--- src/rtl/cmd_pkg.sv ---
// Shared constants for the timestamped command dispatcher: opcodes, header field
// positions, reply prefixes and FSM state encoding.
package cmd_pkg;

  localparam logic [7:0] OpPing        = 8'd0;
  localparam logic [7:0] OpPingReply   = 8'd1;
  localparam logic [7:0] OpWrite       = 8'd2;
  localparam logic [7:0] OpWriteMasked = 8'd3;
  localparam logic [7:0] OpRead        = 8'd4;
  localparam logic [7:0] OpReadReply   = 8'd5;
  localparam logic [7:0] OpDelay       = 8'd12;

  localparam int unsigned HdrPayloadLsb = 2;
  localparam int unsigned HdrChanLsb    = 16;
  localparam int unsigned HdrChanW      = 5;
  localparam int unsigned OpcodeLsb     = 24;

  // A timestamp of all ones means "execute as soon as possible".
  localparam logic [31:0] TsImmediate = 32'hFFFF_FFFF;

  localparam logic [15:0] RplPing = {OpPingReply, 8'd2};
  localparam logic [15:0] RplRead = {OpReadReply, 8'd6};

  typedef enum logic [3:0] {
    StIdle,
    StHdr,
    StTs,
    StWait,
    StFetch,
    StWrOp,
    StWmVal,
    StWmMask,
    StRdReq,
    StRdWait,
    StWmWr,
    StDly,
    StSend,
    StDrop
  } state_e;

  function automatic logic [15:0] sat_inc16(input logic [15:0] v);
    return (v == 16'hFFFF) ? v : v + 16'd1;
  endfunction

endpackage

--- src/rtl/cmd_time_cmp.sv ---
// Wrap-safe execute-window compare: go when the timestamp is 1..JITTER ticks ahead
// (or immediate), late when it is now or in the past; otherwise keep waiting.
module cmd_time_cmp
  import cmd_pkg::*;
#(
  parameter int unsigned JITTER = 5
) (
  input  logic [31:0] ts_i,
  input  logic [31:0] adc_time_i,
  output logic        go_o,
  output logic        late_o
);

  logic [31:0] diff;

  always_comb begin
    diff   = ts_i - adc_time_i;
    go_o   = (ts_i == TsImmediate) || ((diff != 32'd0) && (diff <= JITTER));
    late_o = !go_o && ((diff == 32'd0) || diff[31]);
  end

endmodule

--- src/rtl/cmd_dispatch_mc.sv ---
// Timestamped command dispatcher: pops command packets, waits for their time window,
// executes them on a multi-channel register bus and streams replies.
// Optional statistics counters are built when CMD_STATS_EN is defined.
module cmd_dispatch_mc
  import cmd_pkg::*;
#(
  parameter int unsigned NUM_CHAN   = 4,
  parameter int unsigned ADDR_W     = 7,
  parameter int unsigned JITTER     = 5,
  parameter int unsigned PAYLOAD_W  = 7,
  parameter int unsigned REG_RD_LAT = 1,
  localparam int unsigned CHAN_W    = (NUM_CHAN > 1) ? $clog2(NUM_CHAN) : 1
) (
  input  logic              txclk,
  input  logic              reset,
  input  logic [31:0]       adc_time,
  input  logic              pkt_waiting,
  input  logic [31:0]       fifodata,
  output logic              rdreq,
  output logic              skip,
  input  logic              rx_WR_enabled,
  output logic [15:0]       rx_databus,
  output logic              rx_WR,
  output logic              rx_WR_done,
  output logic [CHAN_W-1:0] reg_chan,
  output logic [ADDR_W-1:0] reg_addr,
  output logic [31:0]       reg_wdata,
  output logic              reg_we,
  output logic              reg_re,
  input  logic [31:0]       reg_rdata,
  output logic              stop,
  output logic [15:0]       stop_time
`ifdef CMD_STATS_EN
  ,
  output logic [15:0]       stat_exec,
  output logic [15:0]       stat_late,
  output logic [15:0]       stat_err
`endif
);

  typedef logic [PAYLOAD_W:0] pext_t;
  localparam logic [2:0] RdLat = 3'(REG_RD_LAT);

  state_e                 state_q, state_d;
  logic [PAYLOAD_W-1:0]   payload_q, payload_d;
  logic [PAYLOAD_W-1:0]   words_q, words_d;
  logic [HdrChanW-1:0]    chan_q, chan_d;
  logic [31:0]            ts_q, ts_d;
  logic [7:0]             op_q, op_d;
  logic [15:0]            opw_q, opw_d;
  logic [ADDR_W-1:0]      addr_q, addr_d;
  logic [31:0]            val_q, val_d;
  logic [31:0]            mask_q, mask_d;
  logic                   rd_busy_q, rd_busy_d;
  logic [2:0]             rd_cnt_q, rd_cnt_d;
  logic [31:0]            rd_data_q, rd_data_d;
  logic                   replied_q, replied_d;
  logic [1:0]             idx_q, idx_d;
  logic [15:0]            stop_time_q, stop_time_d;

  logic       t_go, t_late;
  logic [7:0] opcode;
  logic [1:0] nops;
  logic       trunc;
  logic       last_word;
  logic [15:0] rpl_word;

  cmd_time_cmp #(
    .JITTER(JITTER)
  ) u_time_cmp (
    .ts_i      (ts_q),
    .adc_time_i(adc_time),
    .go_o      (t_go),
    .late_o    (t_late)
  );

  assign reg_chan  = chan_q[CHAN_W-1:0];
  assign reg_addr  = addr_q;
  assign stop_time = stop_time_q;

  // Operand count and truncation check are resolved while the opcode is popped,
  // so a short packet never produces a register strobe.
  always_comb begin
    opcode = fifodata[OpcodeLsb +: 8];
    unique case (opcode)
      OpWrite:       nops = 2'd1;
      OpWriteMasked: nops = 2'd2;
      default:       nops = 2'd0;
    endcase
    trunc = (pext_t'(words_q) + pext_t'(nops) + pext_t'(1)) > pext_t'(payload_q);
  end

  always_comb begin
    last_word = (op_q == OpPing) ? (idx_q == 2'd1) : (idx_q == 2'd3);
    unique case (idx_q)
      2'd0:    rpl_word = (op_q == OpPing) ? RplPing : RplRead;
      2'd1:    rpl_word = opw_q;
      2'd2:    rpl_word = rd_data_q[31:16];
      default: rpl_word = rd_data_q[15:0];
    endcase
  end

  always_comb begin
    state_d     = state_q;
    payload_d   = payload_q;
    words_d     = words_q;
    chan_d      = chan_q;
    ts_d        = ts_q;
    op_d        = op_q;
    opw_d       = opw_q;
    addr_d      = addr_q;
    val_d       = val_q;
    mask_d      = mask_q;
    rd_busy_d   = rd_busy_q;
    rd_cnt_d    = rd_cnt_q;
    rd_data_d   = rd_data_q;
    replied_d   = replied_q;
    idx_d       = idx_q;
    stop_time_d = stop_time_q;
    rdreq       = 1'b0;
    skip        = 1'b0;
    rx_WR       = 1'b0;
    rx_WR_done  = 1'b0;
    rx_databus  = 16'd0;
    reg_we      = 1'b0;
    reg_re      = 1'b0;
    reg_wdata   = 32'd0;
    stop        = 1'b0;

    // Read-data capture runs beside the FSM so operand pops overlap the latency.
    if (rd_busy_q) begin
      if (rd_cnt_q == RdLat) begin
        rd_data_d = reg_rdata;
        rd_busy_d = 1'b0;
      end else begin
        rd_cnt_d = rd_cnt_q + 3'd1;
      end
    end

    unique case (state_q)
      StIdle: begin
        if (pkt_waiting) state_d = StHdr;
      end
      StHdr: begin
        rdreq     = 1'b1;
        payload_d = fifodata[HdrPayloadLsb +: PAYLOAD_W];
        chan_d    = fifodata[HdrChanLsb +: HdrChanW];
        words_d   = '0;
        replied_d = 1'b0;
        state_d   = StTs;
      end
      StTs: begin
        rdreq   = 1'b1;
        ts_d    = fifodata;
        state_d = (32'(chan_q) >= NUM_CHAN) ? StDrop : StWait;
      end
      StWait: begin
        if (t_go) begin
          state_d = StFetch;
        end else if (t_late) begin
          state_d = StDrop;
        end
      end
      StFetch: begin
        if (words_q == payload_q) begin
          skip       = 1'b1;
          rx_WR_done = replied_q;
          state_d    = StIdle;
        end else begin
          rdreq   = 1'b1;
          words_d = words_q + 1'b1;
          op_d    = opcode;
          opw_d   = fifodata[15:0];
          idx_d   = 2'd0;
          if (trunc) begin
            state_d = StDrop;
          end else begin
            case (opcode)
              OpPing:        state_d = StSend;
              OpWrite:       begin addr_d = fifodata[ADDR_W-1:0]; state_d = StWrOp;  end
              OpWriteMasked: begin addr_d = fifodata[ADDR_W-1:0]; state_d = StWmVal; end
              OpRead:        begin addr_d = fifodata[ADDR_W-1:0]; state_d = StRdReq; end
              OpDelay:       begin stop_time_d = fifodata[15:0];  state_d = StDly;   end
              default:       state_d = StDrop;
            endcase
          end
        end
      end
      StWrOp: begin
        rdreq     = 1'b1;
        words_d   = words_q + 1'b1;
        reg_we    = 1'b1;
        reg_wdata = fifodata;
        state_d   = StFetch;
      end
      StWmVal: begin
        rdreq     = 1'b1;
        words_d   = words_q + 1'b1;
        val_d     = fifodata;
        reg_re    = 1'b1;
        rd_busy_d = 1'b1;
        rd_cnt_d  = 3'd1;
        state_d   = StWmMask;
      end
      StWmMask: begin
        rdreq   = 1'b1;
        words_d = words_q + 1'b1;
        mask_d  = fifodata;
        state_d = StRdWait;
      end
      StRdReq: begin
        reg_re    = 1'b1;
        rd_busy_d = 1'b1;
        rd_cnt_d  = 3'd1;
        state_d   = StRdWait;
      end
      StRdWait: begin
        if (!rd_busy_q) state_d = (op_q == OpRead) ? StSend : StWmWr;
      end
      StWmWr: begin
        reg_we    = 1'b1;
        reg_wdata = (rd_data_q & ~mask_q) | (val_q & mask_q);
        state_d   = StFetch;
      end
      StDly: begin
        stop    = 1'b1;
        state_d = StFetch;
      end
      StSend: begin
        if (rx_WR_enabled) begin
          rx_WR      = 1'b1;
          rx_databus = rpl_word;
          replied_d  = 1'b1;
          idx_d      = idx_q + 1'b1;
          if (last_word) state_d = StFetch;
        end
      end
      StDrop: begin
        skip    = 1'b1;
        state_d = StIdle;
      end
      default: state_d = StIdle;
    endcase
  end

  always_ff @(posedge txclk) begin
    if (reset) begin
      state_q     <= StIdle;
      payload_q   <= '0;
      words_q     <= '0;
      chan_q      <= '0;
      ts_q        <= '0;
      op_q        <= '0;
      opw_q       <= '0;
      addr_q      <= '0;
      val_q       <= '0;
      mask_q      <= '0;
      rd_busy_q   <= 1'b0;
      rd_cnt_q    <= '0;
      rd_data_q   <= '0;
      replied_q   <= 1'b0;
      idx_q       <= '0;
      stop_time_q <= '0;
    end else begin
      state_q     <= state_d;
      payload_q   <= payload_d;
      words_q     <= words_d;
      chan_q      <= chan_d;
      ts_q        <= ts_d;
      op_q        <= op_d;
      opw_q       <= opw_d;
      addr_q      <= addr_d;
      val_q       <= val_d;
      mask_q      <= mask_d;
      rd_busy_q   <= rd_busy_d;
      rd_cnt_q    <= rd_cnt_d;
      rd_data_q   <= rd_data_d;
      replied_q   <= replied_d;
      idx_q       <= idx_d;
      stop_time_q <= stop_time_d;
    end
  end

`ifdef CMD_STATS_EN
  logic [15:0] stat_exec_q, stat_exec_d;
  logic [15:0] stat_late_q, stat_late_d;
  logic [15:0] stat_err_q, stat_err_d;

  // Drops from TS are bad channels; from FETCH, unknown opcodes or truncation.
  always_comb begin
    stat_exec_d = stat_exec_q;
    stat_late_d = stat_late_q;
    stat_err_d  = stat_err_q;
    if ((state_q == StFetch) && (state_d == StIdle)) stat_exec_d = sat_inc16(stat_exec_q);
    if ((state_q == StWait) && (state_d == StDrop)) stat_late_d = sat_inc16(stat_late_q);
    if (((state_q == StTs) || (state_q == StFetch)) && (state_d == StDrop)) begin
      stat_err_d = sat_inc16(stat_err_q);
    end
  end

  always_ff @(posedge txclk) begin
    if (reset) begin
      stat_exec_q <= '0;
      stat_late_q <= '0;
      stat_err_q  <= '0;
    end else begin
      stat_exec_q <= stat_exec_d;
      stat_late_q <= stat_late_d;
      stat_err_q  <= stat_err_d;
    end
  end

  assign stat_exec = stat_exec_q;
  assign stat_late = stat_late_q;
  assign stat_err  = stat_err_q;
`endif

endmodule

--- config.mk ---
export PLATFORM = sky130hd
export DESIGN_NAME = cmd_dispatch_mc
export DESIGN_NICKNAME = d
export VERILOG_FILES = /design/src/rtl/cmd_pkg.sv /design/src/rtl/cmd_time_cmp.sv /design/src/rtl/cmd_dispatch_mc.sv
export SDC_FILE = /design/constraint.sdc
export NUM_CORES = 1
export LEC_CHECK = 0
export ABC_AREA = 1
export ABC_CLOCK_PERIOD_IN_PS = 3500
export BUFFER_PORTS_ARGS = -buffer_cell sky130_fd_sc_hd__clkbuf_2
export CAP_MARGIN = 10
export CORE_MARGIN = 5
export CORE_UTILIZATION = 40
export CTS_CLUSTER_SIZE = 40
export DETAILED_ROUTE_END_ITERATION = 6
export SLEW_MARGIN = 0
export SYNTH_ARGS = -nofsm -noshare
export SYNTH_HDL_FRONTEND = slang
export SYNTH_HIERARCHICAL = 1
export SYNTH_SLANG_ARGS = --single-unit
--- constraint.sdc ---
create_clock -name txclk -period 3.5 [get_ports txclk]
set_clock_uncertainty 0.2 [all_clocks]
set_input_delay 0 -clock txclk [delete_from_list [all_inputs] [get_ports txclk]]
set_output_delay 0 -clock txclk [all_outputs]
set_load 0.05 [all_outputs]
# Word level (Yosys, flattened, before mapping)
# Cells that the tools add are included.
# Widths: inputs -> output; s select.
# totals
regBits	205
in_bits	100
output_inout_bits	80
# classes
add_sub_neg	6
n_lt_le_gt_ge	3
n_eq_ne	31
n_mux	43
bitwise_logic	7
reduce_logical	33
# ops
op	n
$and 32x32->32	2
$pmux 32 s2	1
$pmux 16 s3	1
$pmux 4 s10	1
$mux 4	9
$eq 32x32->1 const B	1
$le 32x3->1 const B	1
$logic_not 32->1	1
$mux 16	2
$not 32->32	1
$or 32x32->32	1
$reduce_bool 32->1	1
$sub 32x32->32	1
$eq 4x4->1 const B	6
$pmux 7 s3	1
$pmux 4 s5	1
$mux 1	17
$eq 4x3->1 const B	4
$eq 8x2->1 const B	2
$eq 8x3->1 const B	2
$logic_not 8->1	2
$ne 2x2->1 const B	6
$reduce_and 2->1	6
$reduce_or 3->1	4
other kinds (34)	49

# Longest topological paths before layout
# depth
depth_word	9
mapped_depth	29

# By module
# The synthesis kept the hierarchy.
# modules_own_cells
mod	instances	cells_per_inst	area_each_um2	seq_area_each_um2
cmd_dispatch_mc	1	1266	9206.3	4103.9
cmd_time_cmp	1	629	2967.8	0.0

# Worst setup path after synthesis
# No wires, ideal clock.
# synth_timing
kind	register to register
start	register ts_q[0]
end	register state_q[0]
setup_time_ns	0.070
t_arrival_ns	2.748
required_ns	3.230
path_slack_ns	0.482
path_stages_with_launch	29
path_buffers	0
synth_period_minus_slack_ns	3.018
path_cell_list	dfxtp_1 -> inv_1 -> ha_1 -> fa_1 -> inv_1 -> nand2_1 -> nand2_1 -> nand3_1 -> nand2_2 -> nand2_2 -> nand2_2 -> nand2_1 -> nand3_1 -> nand2_1 -> nor2_1 -> nand2_1 -> nor2_2 -> nand3_1 -> nand2_1 -> inv_1 -> nor2_2 -> nor2_1 -> nand4_1 -> nand2_1 -> nor2_1 -> o21ai_0 -> nor2_2 -> nand2_1 -> a21oi_1
# synth_between
elab_chain_cells	8
word_cells_on_any_way	14
classes_between	add/sub (1); order compare (1); eq/ne (2); mux (2); reduce/logical (8)
# synth_rtl
item	line	text
start, declared	cmd_dispatch_mc.sv:48	logic [31:0] ts_q, ts_d;
start signal, assigned	cmd_dispatch_mc.sv:269	ts_q <= ts_d;
$sub 32x32->32	cmd_time_cmp.sv:17	diff = ts_i - adc_time_i;
$le 32x3->1 or $reduce_bool 32->1 (tied branches)	cmd_time_cmp.sv:18	go_o = (ts_i == TsImmediate) || ((diff != 32'd0) && (diff <= JITTER));
$logic_and 1x1->1	cmd_time_cmp.sv:18	
$logic_or 1x1->1	cmd_time_cmp.sv:18	
$logic_not 1->1	cmd_time_cmp.sv:19	late_o = !go_o && ((diff == 32'd0) || diff[31]);
$logic_and 1x1->1 (*)	cmd_time_cmp.sv:19	
via t_late	cmd_dispatch_mc.sv:61	logic t_go, t_late;
$ne 3x3->1 (no line) (*)	n/a	
$reduce_and 5->1 (no line) (*)	n/a	
end signal, assigned	cmd_dispatch_mc.sv:248	state_q <= StIdle;
end signal, assigned	cmd_dispatch_mc.sv:265	state_q <= state_d;
end, declared	cmd_dispatch_mc.sv:44	state_e state_q, state_d;
# Mark *: on every way through the listed nets, which the timed path passes. The rest lies on a longest branch.
# A chain may end at the register's enable or synchronous reset.

# Final worst setup path
# layout_timing
start	register ts_q[0]
end	register state_q[3]
# layout_between
elab_chain_cells	8
word_cells_on_any_way	14
classes_between	add/sub (1); order compare (1); eq/ne (2); mux (2); reduce/logical (8)
# layout_rtl
item	line
$sub 32x32->32	cmd_time_cmp.sv:17
$le 32x3->1 or $reduce_bool 32->1 (tied branches)	cmd_time_cmp.sv:18
$logic_and 1x1->1	cmd_time_cmp.sv:18
$logic_or 1x1->1 (*)	cmd_time_cmp.sv:18
via t_go	cmd_dispatch_mc.sv:61
$logic_not 1->1 (*)	cmd_time_cmp.sv:19
$logic_and 1x1->1 (*)	cmd_time_cmp.sv:19
via t_late	cmd_dispatch_mc.sv:61
$ne 3x3->1 (no line) (*)	n/a
$reduce_and 5->1 (no line) (*)	n/a
# Marks and branches as above.

==> impl_metrics.csv <==
group,metric,value,unit
setup_path,required,3.74,ns
route,routed_wl,43.6,mm
timing,worst_slew_pin_slew,0.967,ns
synthesis,synth-warning-count,6,
timing,hold_slack,0.111,ns
timing,rsz0062_at_grt,"true",
outcome,status,"finished, final reports clean",
synthesis,synth_area_leader_cell,"dfxtp_1",
finish,final_nets,2263,
synthesis,synth_commonest_cells,"395 x nand2_1, 285 x nor2_1, 274 x inv_1, 225 x o21ai_0, 205 x dfxtp_1",
setup_path,cp_data_arrival_time,3.67,ns
place,port-buffer-count,179,
place,post-place-ws,0.0216,ns
run,maxCapViolCount,0,
route,num_vias,13192,
synthesis,synth_area_leaders,"dfxtp_1 34%, nand2_1 12%, o21ai_0 9.2%",
pwr,fin_total_pwr,8.30,mW
route,wire_per_inst,17.3,um
synthesis,synth_top_area_frac,0.337,
route,first_iter_violations,1102,
global_route,grt_usage,0.246,
synthesis,ys_ff_latch,205,
floorplan,start_util,0.408,
route,drt_pass1_iterations,7,
setup_path,critPathMaxFanout,4,
global_route,antenna_found_initial,0,
timing,final_hold_viol_count,0,
floorplan,dieWidth,184,um
synthesis,async_flop_share,0,
clock_network,clockRootBuffer,"clkbuf_16",
pwr,p_leak,6.97,nW
floorplan,die_y,184,um
finish,drive_above_1_share,0.172,
synthesis,syn_inst,1895,
setup_path,crit_top_cell,"nand2_2",
route,drc,0,
synthesis,synth_cell_types,42,
setup_path,cp_slowest_stage_delay,0.40,ns
setup_path,startpoint_type,"flip-flop",
finish,final_cells,2518,
place,gp_congestion,0.930,
timing,timing.fmax,291,MHz
pwr,ir_drop,0.365,mV
timing,slew_viol_final,0,
clock_network,clk_latency,0.51,ns
floorplan,coreArea,0.0299,mm2
floorplan,rows,63,
synthesis,synth_top_flop_cell,"dfxtp_1",
clock_network,cts_tree,"done",
global_route,grt_pass1_wl,67.3,mm
global_route,grt_max_degree,94,
synthesis,yosysSeqAreaShare,0.337,
global_route,overflow,0,
place,dp_hpwl,32.1,mm
synthesis,syn-num-nets,2045,
min_path,hp-class,"in -> reg",
timing,fin_ws,0.0685,ns
timing,setup_viol,0,
synthesis,syn_area,0.0122,mm2
timing,min_period,3.43,ns
finish,antenna_cells,0,
route,via_per_inst,5.24,
setup_path,path_class,"reg -> reg",
floorplan,io_pins,180,
setup_path,cp_slowest_cell,"fa_2",
pwr,powerDensity,549,mW/mm2
route,antenna_left,0,
floorplan,dieArea,0.0340,mm2
synthesis,synthMostInstantiatedCell,"nand2_1",
synthesis,syn_avg_cell_area,6.42,um2
place,placed_cells,2408,
finish,n_fill_cell,3024,
clock_network,cts_made_buffers,22,
clock_network,cts.sinks,205,
synthesis,synth_edf_count,0,
finish,area_growth_syn_to_layout,24.3,%
timing,period_share,0.980,
clock_network,htreeDepth,1,
clock_network,clk_pin_slew_worst_paths,0.06,ns
global_route,first_global_vias,12707,
clock_network,clockBufferDepth,3,
setup_path,endpoint_kind,"flip-flop",
timing,relSlewSlack,0.354,
==> cell families after synthesis <==
family                   share of synthesized area
AND/OR/NAND/NOR                              0.286
XOR/XNOR                                    0.0137
adder cells (fa/ha/maj)                     0.0526
buffers and inverters                        0.117
flip-flops                                   0.337
AO/OA/AOI/OAI                                0.194
==> worst max-delay path: cells and delay by family (launching register included) <==
kind                     cells  cell delay [ns]
flip-flops                   1             0.34
AND/OR/NAND/NOR             20             1.71
adder cells (fa/ha/maj)      2             0.56
AO/OA/AOI/OAI                2             0.27
buffers and inverters        3             0.28
==> cell usage in the layout (no fill, tap or decap), types with 8 or more instances in the layout <==
| master | instances |
|---|---|
| nand3_2 | 12 |
| buf_4 | 21 |
| clkbuf_16 | 22 |
| nand2_1 | 386 |
| clkbuf_2 | 179 |
| ha_2 | 14 |
| nor3_1 | 10 |
| ha_4 | 8 |
| a221oi_1 | 14 |
| a21oi_1 | 137 |
| dfxtp_1 | 195 |
| ha_1 | 26 |
| xor2_1 | 12 |
| inv_1 | 268 |
| o21ai_0 | 220 |
| nor2_1 | 275 |
| nand4_1 | 25 |
| a32o_1 | 24 |
| o21ai_1 | 19 |
| dlygate4sd3_1 | 67 |
| nor2_4 | 10 |
| nor2_2 | 20 |
| nand2_2 | 27 |
| inv_2 | 14 |
| dfxtp_2 | 10 |
| nand3_1 | 44 |
==> power by group <==
| part | internal (mW) | switching, mW |
|---|---|---|
| logic | 1.03 | 2.06 |
| registers | 2.57 | 0.236 |
| clock network | 1.44 | 0.961 |
==> stage by stage <==
| stage | util | setup TNS [ns] | instance area [um2] |
|---|---|---|---|
| after global routing | 0.506 | -0.613 | 15100 |
| after CTS | 0.496 | 0 | 14800 |
| after floorplan | - | 0 | 12200 |
| after detailed placement | 0.448 | 0 | 13400 |
| after global placement | 0.448 | 0 | 13400 |
| final | 0.506 | 0 | 15100 |
==> metal layers <==
metal	track usage	wire (um)
met5	0	0
met4	0.0878	1680
met3	0.0282	2730
met2	0.428	20700
met1	0.315	18500
==> area by class of cell <==
class / count / area [um2] / share of cell area
multi-input combinational: 1331 / 6960 / 0.460
inverter: 285 / 1070 / 0.0709
clock buffer: 34 / 656 / 0.0433
timing repair buffer: 268 / 1740 / 0.115
sequential: 205 / 4120 / 0.272
tap: 390 / 488 / 0.0323
clock inverter: 5 / 88.8 / 0.00587
==> worst paths after layout <==
check / startpoint / to / slack (ns) / depth (start not counted)
setup / recovery: ts_q[0] / state_q[3] / 0.07 / 27
hold / removal: reg_rdata[21] / rd_data_q[21] / 0.11 / 4
setup reg to reg: ts_q[0] / state_q[3] / 0.07 / 27
hold reg to reg: stop_time[14] / stop_time[14] / 0.25 / 2
==> registers in the layout, summed over array words and instances (netlist names), 7 cells and up <==
signal and count:
op_q 8, opw_q 16, ts_q 32, reg_addr 7
words_q 7, payload_q 7, mask_q 32, stop_time 16
rd_data_q 32, val_q 32
==> timing repair <==
item | CTS | global route
buffers inserted | 0 | 2
hold buffers | 67 | 0
gates cloned | 0 | 2
gates resized for setup | 3 | 83
setup endpoints to repair | 2 | 27
hold endpoints to repair | 199 | 0
pin swaps | 3 | 20
No activity file was read; power rests on OpenSTA's default activity.
